File: config.mk
export PLATFORM = sky130hd
export DESIGN_NAME = fp32_to_fix
export DESIGN_NICKNAME = d
export VERILOG_FILES = /design/src/rtl/fp32_pkg.sv /design/src/rtl/fp32_unpack.sv /design/src/rtl/fp32_to_fix.sv
export SDC_FILE = /design/constraint.sdc
export NUM_CORES = 1
export LEC_CHECK = 0
export ABC_AREA = 1
export CAP_MARGIN = 20
export CORE_UTILIZATION = 60
export DETAILED_ROUTE_END_ITERATION = 16
export PLACE_DENSITY = 0.88
export SLEW_MARGIN = 20
export SYNTH_ARGS = -nofsm -noshare
export SYNTH_HDL_FRONTEND = slang
export SYNTH_SLANG_ARGS = --single-unit
File: constraint.sdc
create_clock -name clk -period 4.15 [get_ports clk]
set_clock_uncertainty 0.05 [all_clocks]
set_input_delay 0.83 -clock clk [delete_from_list [all_inputs] [get_ports clk]]
set_output_delay 0.83 -clock clk [all_outputs]
set_load 0.01 [all_outputs]
File: src/rtl/fp32_pkg.sv
// fp32_pkg: constants and class encoding shared by the fp32 datapath blocks.
// Contents: IEEE-754 single-precision field widths, exponent bias, the all-ones
// exponent code, the operand class enum and a classifier helper.
package fp32_pkg;

  localparam int         FP32_BIAS    = 127;
  localparam int         FP32_EXP_W   = 8;
  localparam int         FP32_MAN_W   = 23;
  localparam logic [7:0] FP32_EXP_MAX = 8'hFF;

  typedef enum logic [1:0] {
    CLS_ZERO = 2'd0,  // zero or subnormal (flushed)
    CLS_NORM = 2'd1,
    CLS_INF  = 2'd2,
    CLS_NAN  = 2'd3
  } fp_class_e;

  // Classify an operand from its exponent and stored mantissa fields.
  function automatic fp_class_e fp32_classify(input logic [FP32_EXP_W-1:0] exp_v,
                                              input logic [FP32_MAN_W-1:0] man_v);
    fp_class_e cls;
    if (exp_v == 8'h00) begin
      cls = CLS_ZERO;
    end else if (exp_v == FP32_EXP_MAX) begin
      if (man_v == 23'd0) begin
        cls = CLS_INF;
      end else begin
        cls = CLS_NAN;
      end
    end else begin
      cls = CLS_NORM;
    end
    return cls;
  endfunction

endpackage

File: src/rtl/fp32_unpack.sv
// fp32_unpack: combinational field split of an fp32 word.
// Ports:
//   i_din   fp32 operand
//   o_sign  sign bit
//   o_exp   biased exponent
//   o_mant  24-bit significand with the hidden bit set
//   o_cls   operand class (zero/subnormal, normal, inf, nan)
module fp32_unpack
  import fp32_pkg::*;
(
  input  logic [31:0]           i_din,
  output logic                  o_sign,
  output logic [FP32_EXP_W-1:0] o_exp,
  output logic [FP32_MAN_W:0]   o_mant,
  output fp_class_e             o_cls
);

  logic [FP32_MAN_W-1:0] w_man;

  assign o_sign = i_din[31];
  assign o_exp  = i_din[30:23];
  assign w_man  = i_din[22:0];
  // The hidden bit is always set; consumers ignore o_mant unless o_cls is CLS_NORM.
  assign o_mant = {1'b1, w_man};
  assign o_cls  = fp32_classify(o_exp, w_man);

endmodule

File: src/rtl/fp32_to_fix.sv
// fp32_to_fix: 3-stage fp32 -> signed fixed-point converter, one sample per clock.
// Parameters: OUT_W output width (8..32), FRAC_W fractional bits (0..OUT_W-1).
// Ports:
//   clk, rstn            clock (rising edge), async active-low reset
//   din, valid_in        fp32 input and qualifier
//   dout, valid_out      signed fixed-point result and qualifier
//   sat_flag             result clamped or input was inf/nan
module fp32_to_fix
  import fp32_pkg::*;
#(
  parameter int OUT_W  = 16,
  parameter int FRAC_W = 0
) (
  input  logic             clk,
  input  logic             rstn,
  input  logic [31:0]      din,
  input  logic             valid_in,
  output logic [OUT_W-1:0] dout,
  output logic             valid_out,
  output logic             sat_flag
);

  localparam int MAG_W = OUT_W + 1;
  localparam int EXT_W = MAG_W + 24;
  localparam logic signed [9:0] K_OVF = 10'(OUT_W);
  localparam logic signed [9:0] K_MIN = -10'sd1;
  // One half in the 24-fraction-bit extended format used for rounding.
  localparam logic [EXT_W-1:0] HALF        = {{(EXT_W-24){1'b0}}, 1'b1, 23'd0};
  localparam logic [MAG_W-1:0] MAG_MAX     = {2'b00, {(OUT_W-1){1'b1}}};
  localparam logic [MAG_W-1:0] MAG_NEG_LIM = {2'b01, {(OUT_W-1){1'b0}}};
  localparam logic [OUT_W-1:0] OUT_MAX     = {1'b0, {(OUT_W-1){1'b1}}};
  localparam logic [OUT_W-1:0] OUT_MIN     = {1'b1, {(OUT_W-1){1'b0}}};

  logic                  w_sign;
  logic [FP32_EXP_W-1:0] w_exp;
  logic [FP32_MAN_W:0]   w_mant;
  fp_class_e             w_cls;
  logic [9:0]            w_k;

  fp32_unpack u_unpack (
    .i_din  (din),
    .o_sign (w_sign),
    .o_exp  (w_exp),
    .o_mant (w_mant),
    .o_cls  (w_cls)
  );

  // k = unbiased exponent plus the output fraction width (two's complement, 10 bits).
  assign w_k = {2'b00, w_exp} - 10'(FP32_BIAS) + 10'(FRAC_W);

  logic                  r_s1_valid;
  logic                  r_s1_sign;
  fp_class_e             r_s1_cls;
  logic [FP32_MAN_W:0]   r_s1_mant;
  logic signed [9:0]     r_s1_k;

  // S1: register the unpacked operand and its scale.
  always_ff @(posedge clk or negedge rstn) begin
    if (!rstn) begin
      r_s1_valid <= 1'b0;
      r_s1_sign  <= 1'b0;
      r_s1_cls   <= CLS_ZERO;
      r_s1_mant  <= 24'd0;
      r_s1_k     <= 10'sd0;
    end else begin
      r_s1_valid <= valid_in;
      r_s1_sign  <= w_sign;
      r_s1_cls   <= w_cls;
      r_s1_mant  <= w_mant;
      r_s1_k     <= $signed(w_k);
    end
  end

  logic [5:0]       w_shamt;
  logic [EXT_W-1:0] w_ext;
  logic [MAG_W-1:0] w_mag;
  logic             w_ovf;

  // Place M so bits [EXT_W-1:24] hold the integer magnitude and [23:0] its fraction;
  // only meaningful for -1 <= k < OUT_W, where the shift stays within 0..OUT_W.
  assign w_shamt = 6'(r_s1_k + 10'sd1);
  assign w_ext   = EXT_W'(r_s1_mant) << w_shamt;

  // S2 combinational: overflow screen, then shift and round half away from zero.
  always_comb begin
    w_mag = {MAG_W{1'b0}};
    w_ovf = 1'b0;
    if (r_s1_cls != CLS_NORM) begin
      w_mag = {MAG_W{1'b0}};
      w_ovf = 1'b0;
    end else if (r_s1_k >= K_OVF) begin
      // Magnitude >= 2^OUT_W: beyond any representable value of either sign.
      w_ovf = 1'b1;
    end else if (r_s1_k < K_MIN) begin
      // Magnitude < 0.5 LSB.
      w_mag = {MAG_W{1'b0}};
    end else begin
      w_mag = MAG_W'((w_ext + HALF) >> 6'd24);
    end
  end

  logic             r_s2_valid;
  logic             r_s2_sign;
  fp_class_e        r_s2_cls;
  logic [MAG_W-1:0] r_s2_mag;
  logic             r_s2_ovf;

  // S2: register rounded magnitude and overflow.
  always_ff @(posedge clk or negedge rstn) begin
    if (!rstn) begin
      r_s2_valid <= 1'b0;
      r_s2_sign  <= 1'b0;
      r_s2_cls   <= CLS_ZERO;
      r_s2_mag   <= {MAG_W{1'b0}};
      r_s2_ovf   <= 1'b0;
    end else begin
      r_s2_valid <= r_s1_valid;
      r_s2_sign  <= r_s1_sign;
      r_s2_cls   <= r_s1_cls;
      r_s2_mag   <= w_mag;
      r_s2_ovf   <= w_ovf;
    end
  end

  logic [OUT_W-1:0] w_dout;
  logic             w_sat;

  // S3 combinational: apply sign, clamp to [MIN, MAX], map special classes.
  always_comb begin
    w_dout = {OUT_W{1'b0}};
    w_sat  = 1'b0;
    case (r_s2_cls)
      CLS_ZERO: begin
        w_dout = {OUT_W{1'b0}};
        w_sat  = 1'b0;
      end
      CLS_NAN: begin
        w_dout = {OUT_W{1'b0}};
        w_sat  = 1'b1;
      end
      CLS_INF: begin
        w_dout = r_s2_sign ? OUT_MIN : OUT_MAX;
        w_sat  = 1'b1;
      end
      CLS_NORM: begin
        if (r_s2_ovf) begin
          w_dout = r_s2_sign ? OUT_MIN : OUT_MAX;
          w_sat  = 1'b1;
        end else if (r_s2_sign) begin
          if (r_s2_mag > MAG_NEG_LIM) begin
            w_dout = OUT_MIN;
            w_sat  = 1'b1;
          end else begin
            // Exactly 2^(OUT_W-1) negates to MIN; a zero magnitude stays 0.
            w_dout = {OUT_W{1'b0}} - r_s2_mag[OUT_W-1:0];
            w_sat  = 1'b0;
          end
        end else begin
          if (r_s2_mag > MAG_MAX) begin
            w_dout = OUT_MAX;
            w_sat  = 1'b1;
          end else begin
            w_dout = r_s2_mag[OUT_W-1:0];
            w_sat  = 1'b0;
          end
        end
      end
      default: begin
        w_dout = {OUT_W{1'b0}};
        w_sat  = 1'b0;
      end
    endcase
  end

  // S3: output registers.
  always_ff @(posedge clk or negedge rstn) begin
    if (!rstn) begin
      valid_out <= 1'b0;
      dout      <= {OUT_W{1'b0}};
      sat_flag  <= 1'b0;
    end else begin
      valid_out <= r_s2_valid;
      dout      <= w_dout;
      sat_flag  <= w_sat;
    end
  end

endmodule

==> results of run 1 <==
## cells in the mapped netlist (all sizes together)
master | n | area (um2)
o22ai | 2 | 12.51
o21bai | 3 | 22.52
a41oi | 1 | 8.760
or2 | 2 | 12.51
o31ai | 2 | 28.78
nand4 | 11 | 68.82
xor2 | 14 | 122.6
a31oi | 2 | 12.51
o311ai | 2 | 17.52
nand3 | 163 | 830.8
o21ai | 28 | 143.9
dfrtp | 77 | 1927
nor3 | 11 | 55.05
inv | 68 | 255.3
clkbuf | 7 | 26.28
nand3b | 1 | 7.510
nor4 | 7 | 43.79
buf | 21 | 152.6
o211ai | 2 | 15.01
nand2 | 209 | 812.0
nor2 | 60 | 271.5
ha | 11 | 137.6
a21oi | 38 | 190.2
a22oi | 1 | 7.510
conb | 1 | 3.750
a21boi | 2 | 15.01
## flip-flops by register name, indices dropped and copies added (netlist names)
signal and count:
r_s2_cls 2, dout 16, r_s1_k 9, sat_flag 1, r_s1_cls 2, r_s2_valid 1
r_s1_sign 1, r_s1_mant 24, r_s2_sign 1, r_s1_valid 1, valid_out 1, r_s2_ovf 1
r_s2_mag 17
## through the flow
| step | hold WS (ps) | worst slack, ps | cells | power, mW |
|---|---|---|---|---|
| floorplan | 281.2 | 1444 | 746 | 1.394 |
| detailed placement | 302.3 | 833.4 | 878 | 1.636 |
| finish | 318.7 | 671.4 | 894 | 2.188 |
| global placement | 283.7 | 967.6 | 878 | 1.622 |
| CTS | 323.9 | 759.0 | 894 | 2.178 |
| global route | 330.9 | 342.6 | 894 | 2.328 |
## placed cells by master (no fill, tap or decap), types with 3 or more instances in the layout
cell               n
clkbuf_8           9
clkdlybuf4s50_1   51
nor4_1             7
inv_2              7
nor2_2             3
ha_1              11
buf_4              4
a21oi_1           38
dfrtp_1           77
nor2_4             3
nand3_1          160
nand2_1          200
nand4_1           11
inv_1             61
o21ai_0           25
nor3_1            11
xor2_1            14
nand3_2            3
nor2_1            53
o21bai_1           3
nand2_2            8
## final timing paths
| check | startpoint | end | depth (start not counted) |
|---|---|---|---|
| max | r_s1_k[0] | r_s2_mag[13] | 18 |
| max reg2reg | r_s1_k[0] | r_s2_mag[13] | 18 |
| min in group asynchronous | rstn | r_s2_mag[12] | 1 |
| min reg2reg | r_s2_valid | valid_out | 0 |
| max in group asynchronous | rstn | r_s1_mant[0] | 1 |
| min | r_s2_valid | valid_out | 0 |
## cell families after synthesis
| family | count (synthesis) | share of synthesized area |
|---|---|---|
| flops | 77 | 0.3705 |
| compound gates | 83 | 0.09117 |
| simple gates | 464 | 0.4041 |
| xor+xnor | 14 | 0.02358 |
| other cells | 1 | 0.0007210 |
| fa+ha+maj | 11 | 0.02646 |
| buf+inv | 96 | 0.08347 |
## per-layer routing
| metal | wire length (um) | vias up | GRT usage | part of all wire |
|---|---|---|---|---|
| met5 | 0 | - | 0 | 0 |
| met4 | 466 | 0 | 0.1288 | 0.033 |
| met3 | 1111 | 44 | 0.07496 | 0.078 |
| met2 | 6977 | 274 | 0.5786 | 0.49 |
| met1 | 5666 | 2440 | 0.4192 | 0.40 |
| li1 | - | 2553 | - | - |
## final cells by class
type / count / area [um2]
flip-flops and latches: 77 / 1927
well taps: 105 / 131.4
inverters: 68 / 255.2
fillers: 659 / 2412
clock inverters: 7 / 68.82
multi-input cells: 573 / 2840
clock buffers: 9 / 123.9
repair buffers: 55 / 540.5
## power by group
group | switching, mW | internal (mW) | leakage (nW)
Clock | 0.313 | 0.231 | 0.0911
Combinational | 0.517 | 0.281 | 1.76
Sequential | 0.0371 | 0.809 | 0.935
Total | 0.868 | 1.32 | 2.79
==> out/qor.yml, run 1 <==
detailed_routing:
  vias: 5311
  routed_wl_um: 14220
  viasPerCell: 5.941
  detail-route-antenna-nets: 0
  post_drt_wl_per_cell_um: 15.91
  drtPass1Iterations: 5
  drc: 0
  drt_iter0_drc: 496
critical_path:
  endpoint_kind: "flop"
  crit_path_top_delay_cell: "dfrtp_1"
  crit_top_cell: "nand3_1"
  startpoint_type: "flop"
  cp_top_family: "simple AND/OR/NAND/NOR gates"
  reg2reg_slack_ps: 670
  path_buf_inv: 5
  cp_slowest_stage_delay_ps: 340
  crit_fanout: 31
  cp.required_ps: 4380
  worstPathArrival_ps: 3710
  critPathKind: "reg2reg"
  crit_path_cell_trace: "buf_4, inv_2, ha_1, buf_4, inv_2, nand3_1, nand3_1, nand3_1, nand3_1, o21ai_0, nand2_1, nand2_1, nand2_1, nor2_1, nand3_1, nand2_1, inv_1, nor2_1"
sta:
  max_freq_mhz: 287.5
  setup_tns_ps: 0
  hold_violations: 0
  fin_crit_sh: 0.8382
  slew_headroom: 0.3934
  rsz0062_at_grt: "false"
  period_needed_ps: 3479
  finalSetupViolCount: 0
  finalMaxSlewViolations: 0
  worst_slew_pin_slew_ps: 909.9
clock_network:
  postCtsHoldBufs: 0
  numCtsBuffers: 9
  post_cts_resized: 0
  cts_tree: "built"
  clk_pin_slew_ps: 90
  clock_path_buffers: 2
  htree_num_levels: 3
  cts-root-buf: "clkbuf_8"
  clk_latency_ps: 360
  post_cts_buffers: 0
  clock_sinks: 77
grt:
  grt_pass1_vias: 5023
  track_usage: 0.3400
  grt_pass1_wl_um: 23620
  grt_max_degree: 78
  antenna_found_initial: 0
  grt-ovfl-total: 0
floorplanning:
  core_um2: 8299
  ios: 53
  die_area_um2: 9045
  rows: 33
  die_h_um: 95.11
  fp.dieW_um: 95.11
  initial_core_util: 0.6267
cells_and_area:
  final_cell_area_um2: 5887
  utilization: 0.7093
  drive_above_1_share: 0.06084
  areaGrowthSynthToFinish_pct: 13.18
  fin_nets: 830
  diodes: 0
yosys:
  netlist_instances: 746
  syn_nets: 792
  synth-seq-cells: 77
  synth_warnings: 0
  synth.distinct_cells: 40
  synth.yosys.seq_area_share: 0.3705
  synth_area_um2: 5201
  postSynthAreaPerCell_um2: 6.972
min_path:
  worstHoldPathType: "reg2reg"
power:
  ir_worst_vdd_mv: 0.2467
  p_per_area_nw_per_um2: 371.7
  p_leak_nw: 2.790
run:
  maxCapViolCount: 0
run_status:
  outcome: "finished, final reports clean"
placement:
  placed_area_um2: 5694
  io_buffers: 52
  gp_congestion: 1.020
  dp.final_hpwl_um: 11040
Power figures use the tool's default switching activity.
==> run 2, diff against run 1 <==
--- a/config.mk
+++ b/config.mk
@@ -7,9 +7,9 @@
 export LEC_CHECK = 0
 export ABC_AREA = 1
 export CAP_MARGIN = 20
-export CORE_UTILIZATION = 60
+export CORE_UTILIZATION = 52
 export DETAILED_ROUTE_END_ITERATION = 16
-export PLACE_DENSITY = 0.88
+export PLACE_DENSITY = 0.81
 export SLEW_MARGIN = 20
 export SYNTH_ARGS = -nofsm -noshare
 export SYNTH_HDL_FRONTEND = slang
==> constraint.sdc (replaced) <==
create_clock -name clk -period 3.2 [get_ports clk]
set_clock_uncertainty 0.05 [all_clocks]
set_input_delay 0.64 -clock clk [delete_from_list [all_inputs] [get_ports clk]]
set_output_delay 0.64 -clock clk [all_outputs]
set_load 0.01 [all_outputs]
==> run 2 against run 1 <==
Sequential cell count did not move. Critical path depth down 4. Worst setup slack got worse by 390 ps. Sequential power grew 30%.
==> out/qor.yml, run 2 (synthesis results as in run 1) <==
power:
  p_sw_mw: 1.112  # was 0.8677 mW
  p_comb_frac: 0.358  # was 0.365
  power_mw: 2.909  # was 2.188 mW
  p_per_area_nw_per_um2: 487.7  # was 371.7 nW/um2
  pwr-share-seq: 0.378  # was 0.387
  p_leak_nw: 2.823  # was 2.790 nW
  switching_share: 0.3822  # was 0.3965
  ir_worst_vdd_mv: 0.3581  # was 0.2467 mV
  internal-power_mw: 1.797  # was 1.321 mW
  power_frac_clock: 0.264  # was 0.249
clock_network:
  clk_latency_ps: 370  # was 360 ps
  clock_sinks: 77  # unchanged
  cts-root-buf: "clkbuf_8"  # unchanged
  clock_path_buffers: 2  # unchanged
  post_cts_buffers: 0  # unchanged
  htree_num_levels: 3  # unchanged
  numCtsBuffers: 9  # unchanged
  cts_tree: "built"  # unchanged
  clk_pin_slew_ps: 80  # was 90 ps
floorplanning:
  core_um2: 9729  # was 8299 um2
  initial_core_util: 0.5346  # was 0.6267
  fp.dieW_um: 102.0  # was 95.11 um
  die_area_um2: 10410  # was 9045 um2
  ios: 53  # unchanged
  rows: 36  # was 33
  die_h_um: 102.0  # was 95.11 um
detailed_routing:
  vias: 5217  # was 5311
  drt_iter0_drc: 398  # was 496
  drc: 0  # unchanged
  routed_wl_um: 13920  # was 14220 um
  viasPerCell: 5.634  # was 5.941
  drtPass1Iterations: 5  # unchanged
  post_drt_wl_per_cell_um: 15.03  # was 15.91 um
  detail-route-antenna-nets: 0  # unchanged
min_path:
  holdPathStages: 0  # unchanged
  worstHoldPathType: "reg2reg"  # unchanged
  min_to: "valid_out"  # unchanged
  hp-start: "r_s2_valid"  # unchanged
sta:
  fin_crit_sh: 0.9132  # was 0.8382
  slew_headroom: 0.3877  # was 0.3934
  setup_ws_ps: 277.9  # was 671.4 ps
  finalSetupViolCount: 0  # unchanged
  worst_slew_pin_slew_ps: 918.5  # was 909.9 ps
  hold_ws_ps: 304.2  # was 318.7 ps
  finalMaxSlewViolations: 0  # unchanged
  max_freq_mhz: 342.2  # was 287.5 MHz
  hold_violations: 0  # unchanged
  rsz0062_at_grt: "false"  # unchanged
  setup_tns_ps: 0  # unchanged
  period_needed_ps: 2922  # was 3479 ps
critical_path:
  r2r-end: "r_s2_mag[15]"  # was r_s2_mag[13]
  endpoint_kind: "flop"  # unchanged
  startpoint_type: "flop"  # unchanged
  rr_worst_depth: 14  # was 18
  r2r-start: "r_s1_k[0]"  # unchanged
  critPathKind: "reg2reg"  # unchanged
  cp.required_ps: 3410  # was 4380 ps
  crit_fanout: 19  # was 31
  worstPathArrival_ps: 3130  # was 3710 ps
  reg2reg_slack_ps: 280  # was 670 ps
placement:
  dp.final_hpwl_um: 10840  # was 11040 um
  io_buffers: 52  # unchanged
  gp_congestion: 1.002  # was 1.020
  place_ws_ps: 322.1  # was 833.4 ps
  placedCellCount: 910  # was 878
cells_and_area:
  largest_reg_flops: 24  # unchanged
  areaGrowthSynthToFinish_pct: 14.67  # was 13.18%
  final_cell_mix: "nand2_1, nand3_1, dfrtp_1, inv_1, nor2_1"  # unchanged
  largest_register: "r_s1_mant"  # unchanged
  top_regs: "r_s1_mant x24, r_s2_mag x17, dout x16"  # unchanged
  diodes: 0  # unchanged
  final_common_cell: "nand2_1"  # unchanged
  fin_nets: 834  # was 830
  drive_above_1_share: 0.06557  # was 0.06084
  finalNonFillerCells: 926  # was 894
run_status:
  outcome: "finished, final reports clean"  # unchanged
grt:
  antenna_found_initial: 0  # unchanged
  grt_pass1_vias: 4984  # was 5023
  grt-ovfl-total: 0  # unchanged
  track_usage: 0.2942  # was 0.3400
  grt_pass1_wl_um: 23450  # was 23620 um
  grt_max_degree: 78  # unchanged
run:
  maxCapViolCount: 0  # unchanged
==> run 2: changes by cell type in the layout (fill, tap and decap cells not counted) <==
cell	delta
buf_4	+4
inv_8	-1
inv_6	+3
inv_4	+1
bufinv_16	+1
clkinv_4	-1
clkinvlp_4	-2
clkinv_8	-1
clkinv_2	+1
inv_2	-1
==> run 2: worst max-delay path by stage <==
stage,from,endpoint,slack (ps),cells after the start
final,r_s1_k[0],r_s2_mag[15],280,14
after floorplan,r_s1_k[0],r_s2_mag[11],490,16
after detailed placement,r_s1_k[0],r_s2_mag[15],320,14
after CTS,r_s1_k[0],r_s2_mag[15],280,14
after global routing,r_s1_k[0],r_s2_mag[11],7,14
after global placement,r_s1_k[0],r_s2_mag[14],430,15
==> run 2: timing repair <==
action | CTS | global route
gates resized for setup | 0 | 2
hold buffers | 0 | 0
setup endpoints to repair | 0 | 5
==> run 2: worst max-delay path, cell delays in order, from the launching register on <==
cell and delay, ps:
dfrtp_1 500, inv_2 70, ha_1 440, buf_4 260, nand3_1 120, nand3_1 130, nand3_1 160, nand3_1 150
o31ai_4 100, ha_1 230, nand2_1 140, nor2_4 180, nand3_2 90, nor2_1 120, nor2_1 60
==> run 2: power groups by stage <==
stage / combinational [mW] / clock, mW / sequential, mW
2_1_floorplan: 0.687 / 0 / 1.12
3_3_place_gp: 1.02 / 0 / 1.11
3_5_place_dp: 1.02 / 0 / 1.12
4_1_cts: 1.03 / 0.786 / 1.10
5_1_grt: 1.16 / 0.828 / 1.11
6_report: 1.04 / 0.768 / 1.10
==> run 2: area by class of cell <==
type | count | area, um2
clock inverter | 7 | 78.83
fill | 934 | 3765
clock buffer | 9 | 123.9
multi-input combinational | 573 | 2840
timing repair buffer | 59 | 570.5
tap | 133 | 166.4
inverter | 68 | 257.7
sequential | 77 | 1927
==> run 2: per-layer routing <==
| metal | share of wire | global-route usage |
|---|---|---|
| met1 | 0.42 | 0.3696 |
| met2 | 0.50 | 0.5028 |
| met3 | 0.050 | 0.04720 |
| met4 | 0.029 | 0.1242 |
| met5 | 0 | 0 |
==> run 2: metrics by stage <==
stage / utilization / instance area (um2)
after floorplan: - / 5201
after global routing: 0.6130 / 5964
final: 0.6130 / 5964
after CTS: 0.6128 / 5962
after detailed placement: 0.5920 / 5759
after global placement: 0.5920 / 5759
==> run 3, diff against run 2 <==
--- a/config.mk
+++ b/config.mk
@@ -7,10 +7,11 @@
 export LEC_CHECK = 0
 export ABC_AREA = 1
 export CAP_MARGIN = 20
-export CORE_UTILIZATION = 52
+export CORE_UTILIZATION = 53
 export DETAILED_ROUTE_END_ITERATION = 16
-export PLACE_DENSITY = 0.81
+export PLACE_DENSITY = 0.82
 export SLEW_MARGIN = 20
 export SYNTH_ARGS = -nofsm -noshare
 export SYNTH_HDL_FRONTEND = slang
+export SYNTH_HIERARCHICAL = 1
 export SYNTH_SLANG_ARGS = --single-unit
==> run 3 against run 2 <==
Worst setup slack better by 52 ps. Fmax is 1.8% higher. Combinational power hardly changed. Routed wire length is 2.3% lower. First-iteration DRC count is 6.8% higher. Final cell count is 2.4% higher. Synthesized area is 8.0% higher. Power is 1.4% lower. Critical path type unchanged.
==> out/qor.yml, run 3 <==
floorplanning:
  die_h_um: 105.0  # was 102.0 um
  rows: 37  # was 36
  ios: 53  # unchanged
  initial_core_util: 0.5466  # was 0.5346
  core_um2: 10280  # was 9729 um2
  die_area_um2: 11020  # was 10410 um2
  fp.dieW_um: 105.0  # was 102.0 um
power:
  pwr-share-seq: 0.384  # was 0.378
  p_leak_nw: 2.819  # was 2.823 nW
  p_sw_mw: 1.132  # was 1.112 mW
  p_per_area_nw_per_um2: 468.6  # was 487.7 nW/um2
  ir_worst_vdd_mv: 0.2224  # was 0.3581 mV
  power_frac_clock: 0.243  # was 0.264
  p_comb_frac: 0.374  # was 0.358
  switching_share: 0.3949  # was 0.3822
  internal-power_mw: 1.735  # was 1.797 mW
detailed_routing:
  drt_iter0_drc: 425  # was 398
  post_drt_wl_per_cell_um: 14.34  # was 15.03 um
  viasPerCell: 5.580  # was 5.634
  drtPass1Iterations: 5  # unchanged
  drc: 0  # unchanged
  vias: 5290  # was 5217
  detail-route-antenna-nets: 0  # unchanged
  routed_wl_um: 13600  # was 13920 um
sta:
  rsz0062_at_grt: "false"  # unchanged
  fin_crit_sh: 0.8970  # was 0.9132
  hold_violations: 0  # unchanged
  slew_headroom: 0.3707  # was 0.3877
  setup_tns_ps: 0  # unchanged
  finalSetupViolCount: 0  # unchanged
  finalMaxSlewViolations: 0  # unchanged
  worst_slew_pin_slew_ps: 943.9  # was 918.5 ps
  period_needed_ps: 2870  # was 2922 ps
  max_freq_mhz: 348.4  # was 342.2 MHz
cells_and_area:
  utilization: 0.5953  # was 0.6130
  multiInputGateArea_um2: 3025  # was 2840 um2
  areaGrowthSynthToFinish_pct: 8.909  # was 14.67%
  final_common_cell: "nand2_1"  # unchanged
  fillers: 952  # was 934
  drive_above_1_share: 0.09113  # was 0.06557
  diodes: 0  # unchanged
  final_cell_mix: "nand2_1, nand3_1, dfrtp_1, nor2_1, inv_1"  # was nand2_1, nand3_1, dfrtp_1, inv_1, nor2_1
  fin_nets: 852  # was 834
  seq_area_um2: 1927  # unchanged
  largest_reg_flops: 24  # unchanged
  largest_register: "r_s1_mant"  # unchanged
  top_regs: "r_s1_mant x24, r_s2_mag x17, dout x16"  # unchanged
critical_path:
  rr_worst_depth: 14  # unchanged
  worstPathArrival_ps: 3100  # was 3130 ps
  cp.required_ps: 3430  # was 3410 ps
  endpoint_kind: "flop"  # unchanged
  crit_path_cell_trace: "inv_2, ha_1, inv_2, nand3_1, nand3_1, nand3_1, nand3_1, o31ai_4, ha_1, nand2_2, nor2_1, nand2_1, nand2_1, a21oi_1"  # was inv_2, ha_1, buf_4, nand3_1, nand3_1, nand3_1, nand3_1, o31ai_4, ha_1, nand2_1, nor2_4, nand3_2, nor2_1, nor2_1
  crit_fanout: 26  # was 19
  crit_path_top_delay_cell: "dfrtp_1"  # unchanged
  startpoint_type: "flop"  # unchanged
  critPathKind: "reg2reg"  # unchanged
  cp_slowest_stage_delay_ps: 490  # was 500 ps
  crit_top_cell: "nand3_1"  # unchanged
grt:
  track_usage: 0.2632  # was 0.2942
  antenna_found_initial: 0  # unchanged
  grt_pass1_vias: 4955  # was 4984
  grt_pass1_wl_um: 23020  # was 23450 um
  grt-ovfl-total: 0  # unchanged
  grt_max_degree: 78  # unchanged
clock_network:
  clock_sinks: 77  # unchanged
  clk_pin_slew_ps: 90  # was 80 ps
  post_cts_resized: 0  # unchanged
  clock_path_buffers: 2  # unchanged
  clk_latency_ps: 360  # was 370 ps
  cts-root-buf: "clkbuf_8"  # unchanged
  cts_tree: "built"  # unchanged
  post_cts_buffers: 0  # unchanged
  numCtsBuffers: 9  # unchanged
  htree_num_levels: 3  # unchanged
  postCtsHoldBufs: 0  # unchanged
min_path:
  worstHoldPathType: "reg2reg"  # unchanged
  holdPathStages: 0  # unchanged
yosys:
  synth_area_um2: 5618  # was 5201 um2
  ys_top_cells_by_count: "nand2_1, nand3_1, dfrtp_1, nor2_1, inv_1"  # was nand2_1, nand3_1, dfrtp_1, inv_1, nor2_1
  synth_area_leaders: "dfrtp_1, nand3_1, nand2_1"  # unchanged
  synth_ff_type: "dfrtp_1"  # unchanged
  netlist_instances: 797  # was 746
  postSynthAreaPerCell_um2: 7.049  # was 6.972 um2
  yosys.area.top_type: "dfrtp_1"  # unchanged
  yosysTopAreaCellShare: 0.3430  # was 0.3705
  synth_edf_count: 0  # unchanged
  async_reset_ff_frac: 1.000  # unchanged
  synthMostInstantiatedCell: "nand2_1"  # unchanged
  synth_warnings: 6  # was 0
  synth.yosys.seq_area_share: 0.3430  # was 0.3705
  syn_nets: 842  # was 792
  synth.distinct_cells: 43  # was 40
  synth-seq-cells: 77  # unchanged
placement:
  io_buffers: 52  # unchanged
  dp.final_hpwl_um: 10410  # was 10840 um
  gp_congestion: 0.9239  # was 1.002
run_status:
  outcome: "finished, final reports clean"  # unchanged
run:
  maxCapViolCount: 0  # unchanged
==> run 3: cell types whose count changed in the layout (fill, tap and decap cells not counted), moves of 5 or more <==
cell / delta
inv_1: -8
nor4_1: -6
nand2_2: +6
a21oi_1: +5
nand3_1: -6
nor3_1: +5
nor2_1: +15
==> run 3: final cells by class <==
class,count,area share
clock buffer,9,0.02025
clock inverter,7,0.009407
inverter,59,0.03661
multi-input combinational,600,0.4945
sequential,77,0.3149
tap,136,0.02781
timing repair buffer,60,0.09652
==> run 3: cell families after synthesis <==
logic type	synth area share
compound gates	0.08441
xor+xnor	0.01871
fa+ha+maj	0.02227
buf+inv	0.1185
flops	0.3430
other cells	0.0006675
simple gates	0.4125
==> run 3: critical path: cells and delay by family, from the launching register on <==
| kind | cells | cell delay (ps) |
|---|---|---|
| AND/OR/NAND/NOR | 8 | 1030 |
| adder cells (fa/ha/maj) | 2 | 550 |
| flip-flops | 1 | 490 |
| AO/OA/AOI/OAI | 2 | 270 |
| buffers and inverters | 2 | 390 |
==> run 3: path summary, 6_finish.rpt <==
kind / slack (ps) / start / endpoint
worst min register to register: 300 / r_s1_valid / r_s2_valid
worst max register to register: 330 / r_s1_k[0] / r_s2_mag[11]
min in group asynchronous: 320 / rstn / r_s2_mag[13]
worst max-delay path: 330 / r_s1_k[0] / r_s2_mag[11]
max in group asynchronous: 2110 / rstn / r_s2_mag[0]
worst min-delay path: 300 / r_s1_valid / r_s2_valid
==> run 3: stage by stage <==
step	setup WS (ps)	power (mW)	area, um2	std cells	hold WS [ps]
after floorplan	462.8	1.886	5618	797	281.2
after global placement	361.7	2.152	5909	930	282.2
after detailed placement	320.1	2.161	5909	930	285.8
after CTS	264.7	2.858	6091	946	306.0
after global routing	55.83	3.061	6118	948	314.2
final	329.8	2.867	6118	948	301.8
==> run 3: routing by layer <==
metal	GRT usage	vias to the layer above	wire [um]
met1	0.3462	2444	5974
li1	-	2623	-
met5	0	-	0
met2	0.4456	200	6622
met4	0.08652	0	252
met3	0.03743	23	750
==> run 3: power by group through the flow <==
stage	logic [mW]	registers, mW	clock network [mW]
after floorplan	0.760	1.13	0
after global placement	1.03	1.12	0
after detailed placement	1.04	1.12	0
after CTS	1.05	1.10	0.710
after global routing	1.19	1.11	0.759
final	1.07	1.10	0.696
